File: config.mk
export PLATFORM = sky130hd
export DESIGN_NAME = prv32_ex_mem_stage
export DESIGN_NICKNAME = d
export VERILOG_FILES = /design/src/rtl/prv32_ex_mem_stage.sv
export SDC_FILE = /design/constraint.sdc
export NUM_CORES = 1
export LEC_CHECK = 0
export BUFFER_PORTS_ARGS = -buffer_cell sky130_fd_sc_hd__buf_4
export CAP_MARGIN = 20
export CORE_MARGIN = 8
export CORE_UTILIZATION = 30
export CTS_CLUSTER_DIAMETER = 200
export DETAILED_ROUTE_END_ITERATION = 10
export PLACE_DENSITY_LB_ADDON = 0.15
export SYNTH_ARGS = -nofsm -noshare
export SYNTH_HDL_FRONTEND = slang
export SYNTH_SLANG_ARGS = --single-unit
File: constraint.sdc
create_clock -name i_clk -period 2.4 [get_ports i_clk]
set_clock_uncertainty 0.15 [all_clocks]
set_input_delay 0.48 -clock i_clk [delete_from_list [all_inputs] [get_ports i_clk]]
set_output_delay 0.48 -clock i_clk [all_outputs]
set_load 0.005 [all_outputs]
File: src/rtl/prv32_ex_mem_stage.sv
// EX/MEM boundary register of the prv32 pipeline: resolves conditional branches and hands a
// registered bundle to MEM over valid/ready. Define PRV32_EXMEM_SKID_EN for the two-entry skid build.
module prv32_ex_mem_stage #(
    parameter int XLEN = 32
) (
    input  logic            i_clk,
    input  logic            i_rst,
    input  logic            i_in_valid,
    output logic            o_in_ready,
    input  logic [XLEN-1:0] i_ex_result,
    input  logic            i_ex_cf,
    input  logic            i_ex_zf,
    input  logic            i_ex_vf,
    input  logic            i_ex_sf,
    input  logic            i_ex_branch,
    input  logic [2:0]      i_ex_funct3,
    input  logic [XLEN-1:0] i_ex_target,
    input  logic [XLEN-1:0] i_ex_rs2_data,
    input  logic [4:0]      i_ex_rd,
    input  logic            i_ex_regwrite,
    input  logic            i_ex_memread,
    input  logic            i_ex_memwrite,
    input  logic            i_flush,
    output logic            o_out_valid,
    input  logic            i_out_ready,
    output logic [XLEN-1:0] o_mem_result,
    output logic [XLEN-1:0] o_mem_store_data,
    output logic [4:0]      o_mem_rd,
    output logic [2:0]      o_mem_funct3,
    output logic            o_mem_regwrite,
    output logic            o_mem_memread,
    output logic            o_mem_memwrite,
    output logic            o_br_taken,
    output logic [XLEN-1:0] o_br_target
);

    typedef enum logic [1:0] {
        EMPTY = 2'd0,
        ONE   = 2'd1,
        TWO   = 2'd2
    } state_t;

    typedef struct packed {
        logic [XLEN-1:0] result;
        logic [XLEN-1:0] store_data;
        logic [4:0]      rd;
        logic [2:0]      funct3;
        logic            regwrite;
        logic            memread;
        logic            memwrite;
    } bundle_t;

    state_t  r_state;
    state_t  w_state_next;
    bundle_t r_main;
    bundle_t w_in;
    logic    w_accept;
    logic    w_pop;
    logic    w_load_main;
    logic    w_cond;
    logic    w_in_ready;
    logic    w_out_valid;
    logic    r_br_taken;
    logic [XLEN-1:0] r_br_target;

`ifdef PRV32_EXMEM_SKID_EN
    bundle_t r_skid;
    logic    r_in_ready;
    logic    w_load_skid;
    logic    w_skid_to_main;

    assign w_in_ready = r_in_ready;
`else
    // Without the skid entry, a new bundle can only enter when MEM drains the current one.
    assign w_in_ready = !w_out_valid | i_out_ready;
`endif

    assign w_out_valid = (r_state != EMPTY);
    assign w_accept    = i_in_valid & w_in_ready;
    assign w_pop       = w_out_valid & i_out_ready;

    always_comb begin
        w_in            = '0;
        w_in.result     = i_ex_result;
        w_in.store_data = i_ex_rs2_data;
        w_in.rd         = i_ex_rd;
        w_in.funct3     = i_ex_funct3;
        w_in.regwrite   = i_ex_regwrite;
        w_in.memread    = i_ex_memread;
        w_in.memwrite   = i_ex_memwrite;
    end

    always_comb begin
        w_cond = 1'b0;
        case (i_ex_funct3)
            3'b000:  w_cond = i_ex_zf;
            3'b001:  w_cond = !i_ex_zf;
            3'b100:  w_cond = i_ex_sf ^ i_ex_vf;
            3'b101:  w_cond = !(i_ex_sf ^ i_ex_vf);
            3'b110:  w_cond = !i_ex_cf;
            3'b111:  w_cond = i_ex_cf;
            default: w_cond = 1'b0;
        endcase
    end

    always_comb begin
        w_state_next = r_state;
        w_load_main  = 1'b0;
`ifdef PRV32_EXMEM_SKID_EN
        w_load_skid    = 1'b0;
        w_skid_to_main = 1'b0;
`endif
        case (r_state)
            EMPTY: begin
                if (w_accept) begin
                    w_state_next = ONE;
                    w_load_main  = 1'b1;
                end
            end
            ONE: begin
                if (w_accept && w_pop) begin
                    w_load_main = 1'b1;
                end else if (w_accept) begin
`ifdef PRV32_EXMEM_SKID_EN
                    w_state_next = TWO;
                    w_load_skid  = 1'b1;
`endif
                end else if (w_pop) begin
                    w_state_next = EMPTY;
                end
            end
`ifdef PRV32_EXMEM_SKID_EN
            TWO: begin
                if (w_pop) begin
                    w_state_next   = ONE;
                    w_skid_to_main = 1'b1;
                end
            end
`endif
            default: w_state_next = EMPTY;
        endcase
        // A flush drops whatever is held and whatever is presented this cycle.
        if (i_flush) begin
            w_state_next = EMPTY;
            w_load_main  = 1'b0;
`ifdef PRV32_EXMEM_SKID_EN
            w_load_skid    = 1'b0;
            w_skid_to_main = 1'b0;
`endif
        end
    end

    always_ff @(posedge i_clk) begin
        if (i_rst) begin
            r_state <= EMPTY;
            r_main  <= '0;
        end else begin
            r_state <= w_state_next;
            if (w_load_main) begin
                r_main <= w_in;
            end
`ifdef PRV32_EXMEM_SKID_EN
            else if (w_skid_to_main) begin
                r_main <= r_skid;
            end
`endif
        end
    end

`ifdef PRV32_EXMEM_SKID_EN
    always_ff @(posedge i_clk) begin
        if (i_rst) begin
            r_skid     <= '0;
            r_in_ready <= 1'b1;
        end else begin
            if (w_load_skid) begin
                r_skid <= w_in;
            end
            r_in_ready <= (w_state_next != TWO);
        end
    end
`endif

    always_ff @(posedge i_clk) begin
        if (i_rst) begin
            r_br_taken  <= 1'b0;
            r_br_target <= '0;
        end else begin
            r_br_taken <= w_accept & !i_flush & i_ex_branch & w_cond;
            if (w_accept && !i_flush && i_ex_branch && w_cond) begin
                r_br_target <= i_ex_target;
            end
        end
    end

    assign o_in_ready       = w_in_ready;
    assign o_out_valid      = w_out_valid;
    assign o_mem_result     = r_main.result;
    assign o_mem_store_data = r_main.store_data;
    assign o_mem_rd         = r_main.rd;
    assign o_mem_funct3     = r_main.funct3;
    assign o_mem_regwrite   = r_main.regwrite;
    assign o_mem_memread    = r_main.memread;
    assign o_mem_memwrite   = r_main.memwrite;
    assign o_br_taken       = r_br_taken;
    assign o_br_target      = r_br_target;

endmodule
* Word-level counts from Yosys, hierarchy flattened
Cells that the tools add are included.
Word-level totals: bits in latches 0, flip-flop bits (word level) 110, logic and storage cells 51, memories 0, bits in read-only memories 0, memory bits (writable) 0
Cells by class: multiplexer cells 10, bitwise logic cells 7, multiply operators 0, add/sub/neg operators 0, divide/modulo/power cells 0, shift operators 0, magnitude comparators 0, equal/unequal tests 10, reductions and logical operators 14
Operator list (count):
- $eq 3x3->1 const B | 4
- $mux 2 | 4
- $ne 2x2->1 const B | 4
- $pmux 1 s6 | 1
- $and 1x1->1 | 5
- $logic_not 1->1 | 5
- $logic_and 1x1->1 | 4
- $pmux 2 s2 | 1
- $reduce_and 4->1 | 1
- $eq 3x1->1 const B | 1
- $logic_not 3->1 | 1
- $mux 1 | 3
- $eq 2x1->1 const B | 1
- $logic_not 2->1 | 1
- $pmux 1 s2 | 1
- $reduce_bool 2->1 | 1
- $reduce_or 2->1 | 1
- $or 1x1->1 | 1
- $xor 1x1->1 | 1

* Longest topological paths before layout
depth after elaboration 8, mapped depth 6, gate-level depth less buffers 4

* Least setup slack after synthesis
No wires, ideal clock.
kind input -> register, start point input i_ex_funct3[0], end point register r_br_target[10], in the netlist o_br_target[10], path slack 299 ps, arrival time 1880 ps, cell stages on the path 5, setup time 72 ps, required time 2178 ps, path through xnor3_1 > and3_4 > a2111oi_4 > buf_6 > mux2i_1
Between the ends: longest elaborated chain between the ends 3, elaborated cells on any way between the ends 8, those cells by class 5 x eq/ne; 1 x mux; 2 x reduce/logical
RTL lines:
- start, declared | line 16 | input logic [2:0] i_ex_funct3,
- $eq 3x3->1 (tied with other cells) | line 95 | case (i_ex_funct3)
- $pmux 1 s6 (*) | line 95
- $logic_and 1x1->1 (*) | line 190 | if (w_accept && !i_flush && i_ex_branch && w_cond) begin
- end signal, assigned | line 191 | r_br_target <= i_ex_target;
- end, declared | line 64 | logic [XLEN-1:0] r_br_target;
Every way passes the cells marked *; elsewhere a longest branch is shown, timed or not. A chain may end at the register's enable or synchronous reset.

* Worst setup path after layout
start point input i_ex_funct3[0], end point register r_br_target[21], in the netlist o_br_target[21]
The elaborated chain is that of the path after synthesis.

==> metrics.txt <==
max frequency=roughly 510 MHz; drt initial violations=160; Yosys top cell area share=52.8%; routed vias/inst=about 4.4; Post-CTS Setup Bufs=0; Pre-antenna DRT Iters=4; MaxCap Viol Count=0; share of cells above drive strength 1=between 30% and 40%; RSZ-0062 raised after global routing=no; internal power=between 3000 and 4000 µW; clk root buf=clkbuf_16; Setup crit end kind=flop; routed len/inst=14.9 µm; hold-fix buffers at CTS=0; Ant. Diodes=0; sw frac=between 20 and 25%; worst-margin pin slew=0.336 ns; final setup violation count=0; share of power burned in registers=slightly below 50%; Worst slew margin=77.6%; WP data arrival=about 2.1 ns; htree depth=3; critical path launch point type=input port; Reg2Reg Depth=5; Initial Util=30.2%; Clock Path Buffers=2; Clk pwr share=38.8%; number of global-route vias before repair=between 3000 and 4000; global route overflow=0; Hold Path Origin=i_flush; largest net degree at the start of global routing=76; Synth Register Bits=between 100 and 150; syn_nets=598; reg2reg setup slack=approximately 0.74 ns; Ys Warns=0; Hold WS=~0.16 ns; core area=around 0.014 mm²; ys async rst share=0%; Yosys top cell by area=dfxtp_1; final hold viol count=0; CTS resizes=0; RR Endpoint=o_br_target[21]$_SDFFE_PP0P_; top_reg_cell synth=dfxtp_1; clock latency on the worst-skew pair=0.34 ns; Synth area leaders=dfxtp_1, nand2_1, nand2b_1, a21oi_1, mux2i_1; Fin Setup TNS=0 ns; top-count cell post-synth=nand2_1; Req. time, crit path=2.52 ns; PortBufs=226; register clock-pin slew on the reported worst setup and hold paths=0.07 ns; Min-Delay Path Class=input port to flop; Filler Cells Inserted=roughly 1400; syn_area_per_cell=approximately 8.6 µm²; synth unique cells=18; dpl hpwl=about 9.8 mm; Leak=around 0.0027 µW; RePlAce Congestion=between 0.7 and 0.8; via count=3881; Final period util=between 80% and 90%; TritonCTS clock tree=done; Worst Path Max Fanout=33; Max VDD drop=roughly 250 µV; row count=43; status=finished, final reports clean; Seq/Total Area, Yosys=between 50% and 60%; critical path startpoint=i_ex_funct3[0]; antenna violations before repair=0; switching power=~910 µW; Critical R2R Launch=r_state[0]$_SDFFE_PP0P_; Cells after Synth=roughly 480; synthesized cell area=slightly above 0.004 mm²; Remaining DRCs=0; final WL=between 10 and 15 mm; Post-layout nets=roughly 810; Comb pwr share=12.8%; minimum clock period=around 2 ns; Die Area=between 0.015 and 0.02 mm²; Pwr Total=slightly below 4000 µW; Place WS=0.0406 ns; cts bufs inserted=9; Layout area overhead=53.2%; synth cell count leaders=nand2_1, dfxtp_1, a21oi_1; clock sink count=between 100 and 150; max-slew violation count=0; EDFF count, synth=0; I/O pins=227; final worst slack=~0.42 ns; Power Density=between 600 and 700 mW/mm²; DIE WIDTH=approximately 130 µm; crit path kind=input port to flop; die span in y=roughly 130 µm; post-route antenna net violation count=0; all-layer global routing usage=between 10% and 20%; crit path to=o_br_target[21]$_SDFFE_PP0P_; global-route wire length before repair=just over 20 mm
how the worst min path moves through the flow:
stage | to | slack (ns) | depth (start not counted)
2_1_floorplan | o_mem_funct3[0]$_SDFFE_PP0P_ | 0.30 | 2
3_3_place_gp | o_mem_result[29]$_SDFFE_PP0P_ | 0.29 | 2
3_5_place_dp | o_mem_store_data[17]$_SDFFE_PP0P_ | 0.30 | 2
4_1_cts | r_state[0]$_SDFFE_PP0P_ | 0.14 | 2
5_1_grt | r_state[0]$_SDFFE_PP0P_ | 0.14 | 2
6_report | r_state[0]$_SDFFE_PP0P_ | 0.16 | 2
state kept, by name, summed over array words and instances (netlist names), 3 cells and up:
register          cells
o_mem_result         32
o_mem_rd              5
o_br_target          32
o_mem_funct3          3
o_mem_store_data     32
kinds of logic after synthesis:
| family | after synthesis | share of synthesized area, % |
|---|---|---|
| AND/OR/NAND/NOR | 222 | 24.5 |
| flip-flops | 109 | 52.8 |
| AO/OA/AOI/OAI | 80 | 10.4 |
| buffers and inverters | 37 | 3.91 |
| multiplexers | 32 | 7.76 |
| XOR/XNOR | 1 | 0.545 |
worst max-delay path, stage by stage:
cell and delay [ns]:
buf_4 0.14, xnor3_1 0.41, and3_4 0.20, a2111oi_4 0.33
buf_12 0.29, mux2i_1 0.22
metrics by stage:
| stage | util [%] | cell area [µm²] | instances |
|---|---|---|---|
| 2_1_floorplan | - | 4130 | 481 |
| 3_3_place_gp | 44.0 | 6020 | 861 |
| 3_5_place_dp | 44.0 | 6020 | 861 |
| 4_1_cts | 46.3 | 6330 | 877 |
| 5_1_grt | 46.3 | 6330 | 877 |
| 6_report | 46.3 | 6330 | 877 |
per-layer routing:
layer	GRT usage, %	share of wire (%)
met2	22.3	46
met4	7.49	2.9
met1	16.5	42
met3	5.46	8.9
met5	0	0
power groups by stage:
stage / Sequential [µW] / Clock (µW) / Combinational, µW
after floorplan: 1960 / 0 / 189
after global placement: 1960 / 0 / 507
after detailed placement: 1960 / 0 / 516
after CTS: 1920 / 1590 / 516
after global routing: 1930 / 1670 / 555
final: 1920 / 1530 / 504
layout by cell type, fill, tap and decap left out, types with 2 or more instances in the layout:
master and count:
mux2i_1 32, clkinvlp_4 2, nand2_1 151, dfxtp_1 109, clkbuf_8 2, nand2b_1 65
buf_12 4, clkbuf_16 9, nor2b_1 2, buf_4 230, a21oi_1 76, inv_1 3
area by class of cell:
| cell class | instances | area [µm²] | share of cell area (%) |
|---|---|---|---|
| well taps | 180 | 225 | 3.56 |
| flip-flops and latches | 109 | 2180 | 34.5 |
| clock inverters | 5 | 58.8 | 0.929 |
| inverters | 3 | 11.3 | 0.178 |
| clock buffers | 11 | 253 | 3.99 |
| repair buffers | 234 | 1810 | 28.6 |
| multi-input cells | 335 | 1790 | 28.3 |
Note: power is estimated with default switching activity, not from simulation.
